--- src/rtl/ofifo_row.sv ---
// Row-aligning output FIFO behind the mac_col array: one private lane per column,
// rows released only when every lane holds at least one psum.
module ofifo_row #(
   parameter int col     = 8,
   parameter int bw_psum = 19,
   parameter int depth   = 16,
   parameter int ptr_w   = $clog2(depth)
) (
   input  logic                     clk,
   input  logic                     reset,
   input  logic [col-1:0]           wr,
   input  logic [col*bw_psum-1:0]   in,
   input  logic                     rd,
   output logic [col*bw_psum-1:0]   out,
   output logic                     out_vld,
   output logic                     o_valid,
   output logic                     o_full,
   output logic                     o_ready,
   output logic                     o_err
);

   localparam int cnt_w = ptr_w + 1;

   logic [bw_psum-1:0] mem [col][depth];
   logic [ptr_w-1:0]   wptr [col];
   logic [ptr_w-1:0]   rptr [col];
   logic [cnt_w-1:0]   cnt  [col];

   logic [col-1:0] full;
   logic [col-1:0] empty;
   logic [col-1:0] push_ok;
   logic           pop_ok;
   logic           overflow;
   logic           underflow;

   always_comb begin
      full  = '0;
      empty = '0;
      for (int j = 0; j < col; j++) begin
         full[j]  = (cnt[j] == cnt_w'(depth));
         empty[j] = (cnt[j] == '0);
      end
   end

   assign o_valid   = ~|empty;
   assign o_full    = |full;
   assign o_ready   = ~o_full;

   // A push into a full lane is dropped even if the row pops on the same edge.
   assign push_ok   = wr & ~full;
   assign pop_ok    = rd & o_valid;
   assign overflow  = |(wr & full);
   assign underflow = rd & ~o_valid;

   // Storage array is not reset; occupancy counters alone decide what is live.
   always_ff @(posedge clk) begin
      for (int j = 0; j < col; j++) begin
         if (push_ok[j]) begin
            mem[j][wptr[j]] <= in[j*bw_psum +: bw_psum];
         end
      end
   end

   always_ff @(posedge clk) begin
      if (reset) begin
         for (int j = 0; j < col; j++) begin
            wptr[j] <= '0;
            rptr[j] <= '0;
            cnt[j]  <= '0;
         end
      end else begin
         for (int j = 0; j < col; j++) begin
            if (push_ok[j]) begin
               wptr[j] <= wptr[j] + 1'b1;
            end
            if (pop_ok) begin
               rptr[j] <= rptr[j] + 1'b1;
            end
            cnt[j] <= cnt[j] + cnt_w'(push_ok[j]) - cnt_w'(pop_ok);
         end
      end
   end

   always_ff @(posedge clk) begin
      if (reset) begin
         out     <= '0;
         out_vld <= 1'b0;
      end else begin
         out_vld <= pop_ok;
         if (pop_ok) begin
            for (int j = 0; j < col; j++) begin
               out[j*bw_psum +: bw_psum] <= mem[j][rptr[j]];
            end
         end
      end
   end

   // Sticky error: cleared only by reset.
   always_ff @(posedge clk) begin
      if (reset) begin
         o_err <= 1'b0;
      end else if (overflow || underflow) begin
         o_err <= 1'b1;
      end
   end

endmodule

--- config.mk ---
export PLATFORM = sky130hd
export DESIGN_NAME = ofifo_row
export DESIGN_NICKNAME = d
export VERILOG_FILES = /design/src/rtl/ofifo_row.sv
export SDC_FILE = /design/constraint.sdc
export NUM_CORES = 2
export LEC_CHECK = 0
export CAP_MARGIN = 40
export CORE_ASPECT_RATIO = 1.5
export CORE_UTILIZATION = 50
export DETAILED_ROUTE_END_ITERATION = 6
export PLACE_DENSITY = 0.67
export RECOVER_POWER = 50
export SLEW_MARGIN = 5
export SYNTH_ARGS = -nofsm -noshare
export SYNTH_HDL_FRONTEND = slang
export SYNTH_SLANG_ARGS = --single-unit
--- constraint.sdc ---
create_clock -name clk -period 7.8 [get_ports clk]
set_input_delay 0.78 -clock clk [delete_from_list [all_inputs] [get_ports clk]]
set_output_delay 0.78 -clock clk [all_outputs]
set_load 0.05 [all_outputs]
# Yosys cells after proc, flatten, opt, wreduce, memory -nomap -nowiden
# Memories as Yosys holds them, arrays and structs flattened.
# Cells that the tools add are included.
# classes
add_sub_neg	32
order_cmp	24
eq_ne	8
n_mux	102
n_bitwise	46
reduce_logical	21
# op_table
operator	n
$mux W304	8
$bmux W19 S4	8
$demux W19 S4	8
$mux W19	24
$ge A5 B5 Y1 const B	16
$not A4 Y5	16
$add A4 B1 Y4 const B	16
$mux W4	16
$add A5 B1 Y5	8
$eq A5 B5 Y1 const B	8
$logic_not A5 Y1	8
$lt A5 B1 Y1 const B	8
$mux W5	8
$sub A5 B1 Y5	8
$mux W1	30
$or A1 B1 Y1	24
$reduce_or A8 Y1	3
$and A8 B8 Y8	2
$logic_and A1 B1 Y1	8
$not A8 Y8	1
$and A1 B1 Y1	2
$logic_not A1 Y1	1
$logic_or A1 B1 Y1	1
$not A1 Y1	1
# word_totals
register_bits	154
ramBits	2536
in_bits	163
elab_cells	240
memories	4
# memory_table
memory	depth	width	read_ports	rd_ports_with_merged_regs	write_ports	line	rtl
mem	8	304	8	0	8	24	logic [bw_psum-1:0] mem [col][depth];
cnt	8	5	8	0	8	27	logic [cnt_w-1:0] cnt [col];
rptr	8	4	8	0	8	26	logic [ptr_w-1:0] rptr [col];
wptr	8	4	8	0	8	25	logic [ptr_w-1:0] wptr [col];

# Logic depth before layout (Yosys ltp)
# depth
word_depth	8
ltp_mapped	15
ltp_nobuf	15

# Least setup slack after synthesis
# No wires, ideal clock.
# synth_path
path_type	register -> register
from	mem cnt[0][12] (netlist bit)
to	mem cnt[1][19] (netlist bit)
setup_ns	0.071
arrival_time_ns	4.222
t_required_ns	7.729
setup_slack_ns	3.508
stages_incl_launch_ff	15
path_buffers	0
synth_period_minus_slack_ns	4.292
cell_sequence	dfxtp_1 inv_1 ha_1 nor4b_1 or4_1 nor3_1 and2_1 ha_1 inv_1 ha_1 fa_1 a21oi_1 nor2_1 or3_1 a21oi_1
# synth_lines
item	line
start: declaration	27

==> results_dict.tcl <==
set metrics [dict create \
    end_kind "output port" \
    tightest_slew_ns 2.643 \
    critPathBufInv 2 \
    finalSetupViolations 0 \
    cts.repair.resized 0 \
    peakVddDrop_mv 0.2504 \
    grtUsageMet3 0.04509 \
    slowest_delay_ns 0.98 \
    p_int_uw 25130 \
    gr-total-overflow 0 \
    drt_pre_antenna_iters 7 \
    hold_viol_final 0 \
    htreeDepth 4 \
    antenna_found_initial 67 \
    synth_top_family_by_area "multiplexers" \
    clock_latency_ns 0.89 \
    drc 3 \
    synth-simple-area-share 0.02435 \
    synth-seq-area-share 0.7553 \
    slowest_stage "clkdlybuf4s50_1" \
    grt_use_total 0.2150 \
    syn_inst 5044 \
    wl_per_cell_um 26.81 \
    skew_ns 0.07090 \
    setup_tns_ns 0 \
    fill_cells 15092 \
    timing.fmax_mhz 234.7 \
    violations "DRC, capacitance limit, slew limit" \
    critPathRequiredTime_ns 7.02 \
    p_sw_uw 8166 \
    met1_usage 0.2758 \
    dr.first_iter.drc_count 4030 \
    cp_max_fo 2 \
    grt_pass1_wl_um 336100 \
    r2r_setup_slack_ns 3.99 \
    hold_buffers 0 \
    synth_area_mm2 0.1044 \
    dieArea_mm2 0.2106 \
    syn_avg_cell_area_um2 20.69 \
    ant_nets 0 \
    crit_path_start_kind "register" \
    crit_family "buffers and inverters" \
    first_global_vias 52247 \
    grt_start_max_net_pins 119 \
    area_delta_synth_final_pct 14.85 \
    period_minus_slack_ns 4.261 \
    routed_via_density 5.895 \
    cp.arrival_ns 3.48 \
    p_clk_frac 0.359 \
    synth_cell_types 50 \
    drv_cap 6 \
    ys_warn_count 0 \
    wl_um 226700 \
    clk_pin_slew_ns 0.07 \
    die_w_um 375.1 \
    power_density_mw_per_mm2 277.8 \
    initial_core_util 0.5024 \
    layout.nets 5796 \
    syn-num-nets 5303 \
    ctsLongestPathBuffers 4 \
    swShare 0.2452 \
    gp_congestion 0.7639 \
    synth_adder_area_share 0.01208 \
    cts_tree "yes" \
    relSlewSlack -0.7621 \
    hold_ws_ns 0.4592 \
    leakage_uw 0.03867 \
    hold_class "register to register" \
    synth-xor-area-share 0.004364 \
    cts_setup_buffers 0 \
    outcome "complete, but fails checks" \
    muxShareOfSynthArea 0.1615 \
    final_core_util 0.5770 \
    core_mm2 0.2078 \
    io_buffers 319 \
    final_area_mm2 0.1199 \
    die_h_um 561.6 \
    rsz0062_at_grt "false" \
    final_max_slew_viol_count 174 \
    post_dp_cell_area_mm2 0.1120 \
    ys_ff_latch 2690 \
    root_buffer "clkbuf_16" \
    gr-usage-met2 0.3716 \
    synth-edff-count 2496 \
    hpwl_um 137000 \
    synth-compound-area-share 0.02342 \
    crit_chain "inv_1 > ha_1 > nor4b_1 > or4_1 > nor3_1 > clkdlybuf4s50_1" \
    path_class "register to output port" \
    num_vias 49843 \
    synth_flop_cell "edfxtp_1" \
    cts_buffers 242 \
    cts_sinks 2690 \
    combPwrFrac 0.134 \
    async_flop_share 0 \
    power_frac_seq 0.507 \
    grt_busiest_layer "met2" \
    drive_gt1_frac 0.2040 \
    rows 205 \
    fin_crit_sh 0.5463 \
    ioPinCount 320 \
]
==> synth_stat cells (2+ instances only) <==
cell | n | area (um2)
nor4bb_1 | 6 | 60.06
a22oi_1 | 34 | 255.2
clkinv_1 | 2 | 7.510
edfxtp_1 | 2496 | 74950
inv_1 | 141 | 529.3
a22o_1 | 99 | 867.1
buf_1 | 37 | 138.9
nand2_1 | 54 | 202.7
nand3_1 | 25 | 125.1
mux2i_1 | 469 | 4695
o21ai_0 | 4 | 20.02
and2_1 | 61 | 381.6
nor3b_1 | 22 | 165.2
nor4_1 | 26 | 162.7
o32ai_1 | 35 | 306.5
mux4_2 | 540 | 12160
ha_1 | 88 | 1101
nor2b_1 | 37 | 231.5
nor2_1 | 107 | 401.6
or3b_1 | 3 | 26.28
a21o_1 | 8 | 60.06
a32o_1 | 21 | 210.2
dfxtp_1 | 194 | 3884
or3_1 | 4 | 25.02
a221oi_1 | 52 | 455.4
inv_2 | 2 | 7.510
nor4b_1 | 4 | 35.03
buf_2 | 97 | 485.5
xnor2_1 | 28 | 245.2
fa_1 | 8 | 160.2
nand4bb_1 | 2 | 22.52
a21oi_1 | 37 | 185.2
buf_12 | 3 | 60.06
buf_4 | 19 | 142.6
clkbuf_1 | 102 | 382.9
buf_6 | 20 | 225.2
nor3_1 | 65 | 325.3
nand4_1 | 2 | 12.51
nand2b_1 | 53 | 331.6
o21bai_1 | 4 | 30.03
xor2_1 | 24 | 210.2
==> path summary, 6_finish.rpt <==
check        startpoint    endpoint  cells after the start
min reg2reg    out[114]    out[114]                      2
max reg2reg  cnt[0][12]  cnt[0][14]                     15
min            out[114]    out[114]                      2
max          cnt[0][12]     o_valid                      6
==> metal layers <==
layer  part of all wire  up-vias
li1                   -    21633
met1               0.39    26317
met2               0.51     1431
met3              0.071      420
met4              0.025       42
met5             0.0011        -
==> layout make-up <==
cell class	count	area, um2	area share
Clock buffer	320	6609	0.05513
Multi-Input combinational cell	1931	23810	0.1986
Antenna cell	24	60.06	0.0005010
Timing Repair Buffer	527	5315	0.04434
Sequential cell	2690	78840	0.6576
Clock inverter	127	1328	0.01107
Inverter	145	550.5	0.004593
Tap cell	2691	3367	0.02809
==> layout by cell type (no fill, tap or decap), types with 21 or more instances in the layout <==
cell type        Yosys  layout
edfxtp_1          2496    2496
ha_1                88      88
bufinv_16            0      23
buf_8                0      22
clkbuf_1           102      65
clkinv_2             0      45
a22o_1              99      99
o32ai_1             35      35
a32o_1              21      21
nand3_1             25      25
a22oi_1             34      34
buf_4               19     149
mux2i_1            469     469
a221oi_1            52      52
xor2_1              24      24
inv_1              141     141
dlygate4sd3_1        0     152
nor2b_1             37      37
a21oi_1             37      37
dfxtp_1            194     194
clkbuf_16            0     242
nor2_1             107      62
and2_1              61      61
nor3_1              65      57
clkbuf_8             0      26
diode_2              0      24
mux4_2             540     540
nor3b_1             22      22
nor2_2               0      45
xnor2_1             28      28
nand2b_1            53      53
clkinv_1             2      36
clkdlybuf4s50_1      0     166
nand2_1             54      54
==> state kept, by name (all words and copies together), names as in the netlist <==
register  flops
cnt          40
o_err         1
out_vld       1
out         152
mem        2432
wptr         32
rptr         32
==> logic make-up after synthesis <==
kind of cell / Yosys count
compound gates: 300
mux: 1009
flops: 2690
buf+inv: 423
xor+xnor: 52
simple gates: 474
fa+ha+maj: 96
==> per-stage QoR <==
stage | std cells | total power, uW | setup WS (ns)
2_1_floorplan | 5044 | 20150 | 3.508
3_3_place_gp | 7931 | 21580 | 3.892
3_5_place_dp | 7983 | 21780 | 3.915
4_1_cts | 8430 | 33700 | 3.483
5_1_grt | 8436 | 34490 | 3.371
6_report | 8455 | 33300 | 3.539
==> worst min-delay path, delay by kind of cell (launching register included) <==
kind	cells	cell delay [ns]
compound gates	1	0.05
buf+inv	1	0.05
flops	1	0.31
==> power groups by stage <==
stage	sequential, uW	combinational, uW	clock (uW)
2_1_floorplan	17300	2870	0
3_3_place_gp	17200	4410	0
3_5_place_dp	17200	4580	0
4_1_cts	16900	4600	12200
5_1_grt	16900	4860	12700
6_report	16900	4470	11900
No activity file was read; power rests on OpenSTA's default activity.
